`config.mk`:
```
export PLATFORM = sky130hd
export DESIGN_NAME = conv_apb_master
export DESIGN_NICKNAME = d
export VERILOG_FILES = /design/src/rtl/conv_apb_master.sv
export SDC_FILE = /design/constraint.sdc
export NUM_CORES = 1
export LEC_CHECK = 0
export CAP_MARGIN = 25
export CORE_MARGIN = 2
export CORE_UTILIZATION = 30
export DETAILED_ROUTE_END_ITERATION = 8
export PLACE_DENSITY_LB_ADDON = 0.2
export SLEW_MARGIN = 5
export SYNTH_ARGS = -nofsm -noshare
export SYNTH_HDL_FRONTEND = slang
export SYNTH_SLANG_ARGS = --single-unit
```
`constraint.sdc`:
```
create_clock -name CLK -period 1.67 [get_ports CLK]
set_input_delay 0.334 -clock CLK [delete_from_list [all_inputs] [get_ports CLK]]
set_output_delay 0.334 -clock CLK [all_outputs]
set_load 0.03 [all_outputs]
```
`src/rtl/conv_apb_master.sv`:
```
// Single-transfer APB initiator between a valid/ready request/response port and the conv accelerator register file.
// Optional PREADY watchdog is enabled by defining CONV_APB_TIMEOUT_EN.
//
// state  | meaning
// IDLE   | waiting for a request, req_ready=1
// SETUP  | APB setup phase, PSEL=1 PENABLE=0, always one cycle
// ACCESS | APB access phase, PSEL=1 PENABLE=1, waits for PREADY (or watchdog)
// RESP   | response presented on rsp_*, waits for rsp_ready
module conv_apb_master #(
    parameter int ADDR_WIDTH     = 32,
    parameter int DATA_WIDTH     = 32,
    parameter int TIMEOUT_CYCLES = 255
) (
    input  logic                  CLK,
    input  logic                  RESETN,
    input  logic                  req_valid,
    output logic                  req_ready,
    input  logic                  req_write,
    input  logic [ADDR_WIDTH-1:0] req_addr,
    input  logic [DATA_WIDTH-1:0] req_wdata,
    output logic                  rsp_valid,
    input  logic                  rsp_ready,
    output logic [DATA_WIDTH-1:0] rsp_rdata,
    output logic                  rsp_err,
    output logic                  rsp_timeout,
    output logic [ADDR_WIDTH-1:0] PADDR,
    output logic                  PSEL,
    output logic                  PENABLE,
    output logic                  PWRITE,
    output logic [DATA_WIDTH-1:0] PWDATA,
    input  logic [DATA_WIDTH-1:0] PRDATA,
    input  logic                  PREADY,
    input  logic                  PSLVERR
);

    typedef enum logic [1:0] {
        ST_IDLE   = 2'd0,
        ST_SETUP  = 2'd1,
        ST_ACCESS = 2'd2,
        ST_RESP   = 2'd3
    } state_t;

    state_t state;
    state_t state_nxt;

    logic                  accept;
    logic                  timed_out;
    logic [ADDR_WIDTH-1:0] paddr_q;
    logic                  pwrite_q;
    logic [DATA_WIDTH-1:0] pwdata_q;
    logic [DATA_WIDTH-1:0] rdata_q;
    logic                  err_q;

    assign accept = (state == ST_IDLE) && req_valid;

    always_ff @(posedge CLK or negedge RESETN) begin
        if (!RESETN) begin
            state <= ST_IDLE;
        end else begin
            state <= state_nxt;
        end
    end

    always_comb begin
        state_nxt = state;
        req_ready = 1'b0;
        PSEL      = 1'b0;
        PENABLE   = 1'b0;
        rsp_valid = 1'b0;
        case (state)
            ST_IDLE: begin
                req_ready = 1'b1;
                if (req_valid) state_nxt = ST_SETUP;
            end
            ST_SETUP: begin
                PSEL      = 1'b1;
                state_nxt = ST_ACCESS;
            end
            ST_ACCESS: begin
                PSEL    = 1'b1;
                PENABLE = 1'b1;
                if (PREADY || timed_out) state_nxt = ST_RESP;
            end
            ST_RESP: begin
                rsp_valid = 1'b1;
                if (rsp_ready) state_nxt = ST_IDLE;
            end
            default: state_nxt = ST_IDLE;
        endcase
    end

    // Bus fields are latched once per transfer; a read zeroes PWDATA so stale write data never lingers.
    always_ff @(posedge CLK or negedge RESETN) begin
        if (!RESETN) begin
            paddr_q  <= '0;
            pwrite_q <= 1'b0;
            pwdata_q <= '0;
            rdata_q  <= '0;
            err_q    <= 1'b0;
        end else if (accept) begin
            paddr_q  <= req_addr;
            pwrite_q <= req_write;
            pwdata_q <= req_write ? req_wdata : '0;
            rdata_q  <= '0;
            err_q    <= 1'b0;
        end else if (state == ST_ACCESS) begin
            if (PREADY) begin
                if (!pwrite_q) rdata_q <= PRDATA;
                err_q <= PSLVERR;
            end else if (timed_out) begin
                err_q <= 1'b1;
            end
        end
    end

    assign PADDR     = paddr_q;
    assign PWRITE    = pwrite_q;
    assign PWDATA    = pwdata_q;
    assign rsp_rdata = rdata_q;
    assign rsp_err   = err_q;

    // The watchdog parameter is meaningless below 1; nothing extra is built in that case.
    if (TIMEOUT_CYCLES < 1) begin : g_timeout_range
    end

`ifdef CONV_APB_TIMEOUT_EN
    localparam int RAW_W = $clog2(TIMEOUT_CYCLES + 1);
    localparam int CNT_W = (RAW_W < 8) ? 8 : ((RAW_W > 32) ? 32 : RAW_W);
    localparam logic [CNT_W-1:0] LIMIT = CNT_W'(TIMEOUT_CYCLES - 1);

    logic [CNT_W-1:0] wait_cnt;
    logic             timeout_q;

    // wait_cnt holds the number of earlier stalled ACCESS cycles; PREADY wins on the limit cycle.
    assign timed_out = (state == ST_ACCESS) && !PREADY && (wait_cnt == LIMIT);

    always_ff @(posedge CLK or negedge RESETN) begin
        if (!RESETN) begin
            wait_cnt <= '0;
        end else if (state == ST_SETUP) begin
            wait_cnt <= '0;
        end else if ((state == ST_ACCESS) && !PREADY) begin
            wait_cnt <= wait_cnt + 1'b1;
        end
    end

    always_ff @(posedge CLK or negedge RESETN) begin
        if (!RESETN) begin
            timeout_q <= 1'b0;
        end else if (accept) begin
            timeout_q <= 1'b0;
        end else if (timed_out) begin
            timeout_q <= 1'b1;
        end
    end

    assign rsp_timeout = timeout_q;
`else
    assign timed_out   = 1'b0;
    assign rsp_timeout = 1'b0;
`endif

endmodule

```
==> run metrics <==
status=finished, final reports clean; Synth Register Bits=100; met3 GRT Util=~6.5%; ANT cells=0; pin count of the biggest net entering global routing=61; design area=roughly 0.0067 mm^2; hold path endpoint=PWDATA[6]; Post-Route WL=between 10 and 15 mm; DR vias=around 3300; sequential area share after synthesis=roughly 60%; GRT Util Overall=~15%; DRT antenna net count=0; Syn Inst Count=between 300 and 400; Post-route DRC=0; Max-slew headroom=between 60% and 70%; RSZ-0062 raised after global routing=yes; HP Class=flip-flop to flip-flop; CTS sink cnt=100; Syn Nets=~470; crit path kind=flip-flop to output port; routability congestion estimate=0.761; Mapped Area=between 0.004 and 0.005 mm^2; vias in the first global route=around 3500; gr busiest metal=met2; Synth Area per Inst=11.2 um^2; PwrDens=1980 mW/mm^2; Via density=4.28; layout cells sized above 1=between 10% and 20%; Reg-to-Reg Start=state[0]; r2r endpoint=rsp_rdata[19]; IO buf count=a little over 200; Overflow after GRT=0; Ys Warns=0; TritonCTS clock tree=done; Initial DRT Pass Iterations=4; WL per Instance=roughly 14 um; clock latency on the worst-skew pair=around 350 ps; Slew Limit Fails=0; I/O pins=about 210; CTS clk-pin slew, worst paths=around 70 ps; CTS buffer count=9; max-cap viol count=0; setup bufs post-CTS=0; area of the core=between 0.01 and 0.015 mm^2; Netlist cell types=19; FF-to-FF path depth=6; Cells on Worst Hold Path=2; Worst EP arrival=around 1300 ps; root buffer cell=clkbuf_16; H-tree lvl count=3; Die Wd=121 um; Iteration-0 DRC Markers=between 100 and 150; Hold Vio Cnt, Final=0; tightest hold margin=~480 ps; Area Overhead vs Synth=63.1%; minimum clock period=about 1600 ps; P_leak=about 3.3 nW; DP Wirelength=7.82 mm; die area=roughly 0.015 mm^2; antenna violations before repair=0; final net count=about 690; CTS max path bufs=2; Final Setup Violations=0; routing usage on met1=between 15 and 20%; Max IR drop VDD=between 0.0007 and 0.0008 V; Initial Util=about 31%; Final Skew=5.46 ps; commonest non-fill, non-tap cell in the layout=clkdlybuf4s50_1; Tcrit/Tclk final=a little over nine tenths; f_max=between 600 and 700 MHz; met2 Track Usage GR=24.6%; Startpoint Class=flip-flop; actual slew at the worst max-slew pin=about 500 ps; critical path peak fanout=4; HP Start=PWDATA[6]; first-pass GRT wire length=between 15 and 20 mm; crit end category=output port; Die H=approximately 120 um; commonest non-fill, non-tap cells in the layout=clkdlybuf4s50_1, dfrtp_1, dlygate4sd2_1, nand2_1, inv_1; Placed Area=~0.0065 mm^2; CP required=around 1300 ps; FP Rows=between 40 and 50; setup slack, reg-to-reg=~110 ps
==> synthesized netlist by cell type <==
cell      number  area [um^2]
o21ai_1        5         25.0
a222oi_1       1         10.0
a21oi_1        1         5.00
conb_1         1         3.75
buf_6          3         33.8
buf_4          1         7.51
nor2_1         1         3.75
o21ai_0       27          135
mux2_1         1         11.3
inv_1         37          139
dfrtp_1      100         2500
buf_1          2         7.51
mux2_2        33          372
buf_2          8         40.0
ha_1           4         50.1
o21ai_2        1         8.76
nand2_1       98          368
mux2i_1       34          340
clkbuf_1       8         30.0
==> per-layer routing <==
| metal | routed length [um] | vias to the layer above |
|---|---|---|
| met5 | 0 | - |
| li1 | - | 1587 |
| met3 | 1120 | 10 |
| met4 | 189 | 0 |
| met2 | 5000 | 130 |
| met1 | 4260 | 1529 |
==> what timing repair did <==
action | in CTS | in global routing
hold buffers | 1 | 0
cloned | 0 | 0
gates resized for setup | 101 | 4
setup endpoints to repair | 100 | 11
endpoints found under the hold margin | 13 | 0
==> power by group <==
group          switching (mW)  internal, mW
registers               0.565          3.59
logic                    4.18          2.60
clock network           0.946          1.32
total                    5.70          7.51
==> worst max path at each step <==
stage                         from  slack, ps       endpoint  depth (start not counted)
after floorplan           state[0]         20  rsp_rdata[10]                          7
after global placement      PREADY        -80       state[1]                          4
after detailed placement    PREADY       -100       state[1]                          4
after CTS                 state[1]          2      rsp_valid                          2
after global routing      state[0]         -5  rsp_rdata[17]                          6
final                     state[1]         70           PSEL                          3
==> final cells by class <==
class                           instances  area [um^2]
Clock buffer                            9          225
Clock inverter                          7          100
Fill cell                            1261         6620
Inverter                               37          139
Multi-Input combinational cell        207         1370
Sequential cell                       100         2500
Tap cell                              176          220
Timing Repair Buffer                  224         2120
==> through the flow <==
stage | setup slack, ps | setup TNS (ps) | util, % | std cells | power (mW)
6_report | 71.5 | 0 | 50.2 | 760 | 13.2
5_1_grt | -4.70 | -9.73 | 50.2 | 760 | 14.1
4_1_cts | 1.95 | 0 | 50.1 | 760 | 13.3
3_5_place_dp | -104 | -2230 | 48.5 | 743 | 11.9
3_3_place_gp | -77.2 | -311 | 48.5 | 743 | 11.7
2_1_floorplan | 21.7 | 0 | - | 366 | 8.52
==> cells by family (layout without fill, tap and decap cells) <==
logic type	Yosys count	after routing	share of synthesized area, %
AOI/OAI and AO/OA	35	35	4.49
adders and majority gates	4	4	1.22
buffers and inverters	59	277	6.30
DFF	100	100	61.1
muxes	68	68	17.7
other	1	1	0.0916
and+or+nand+nor	99	99	9.08
==> sequential cells by signal, summed over array words and instances, names as in the netlist <==
name	count
state	2
rsp_rdata	32
PWRITE	1
PADDR	32
rsp_err	1
PWDATA	32
==> worst max-delay path, cell delays in order (launching register included) <==
cell and delay (ps):
dfrtp_1 410, inv_1 100, ha_4 280, buf_6 120
(Power assumes the default switching activity.)
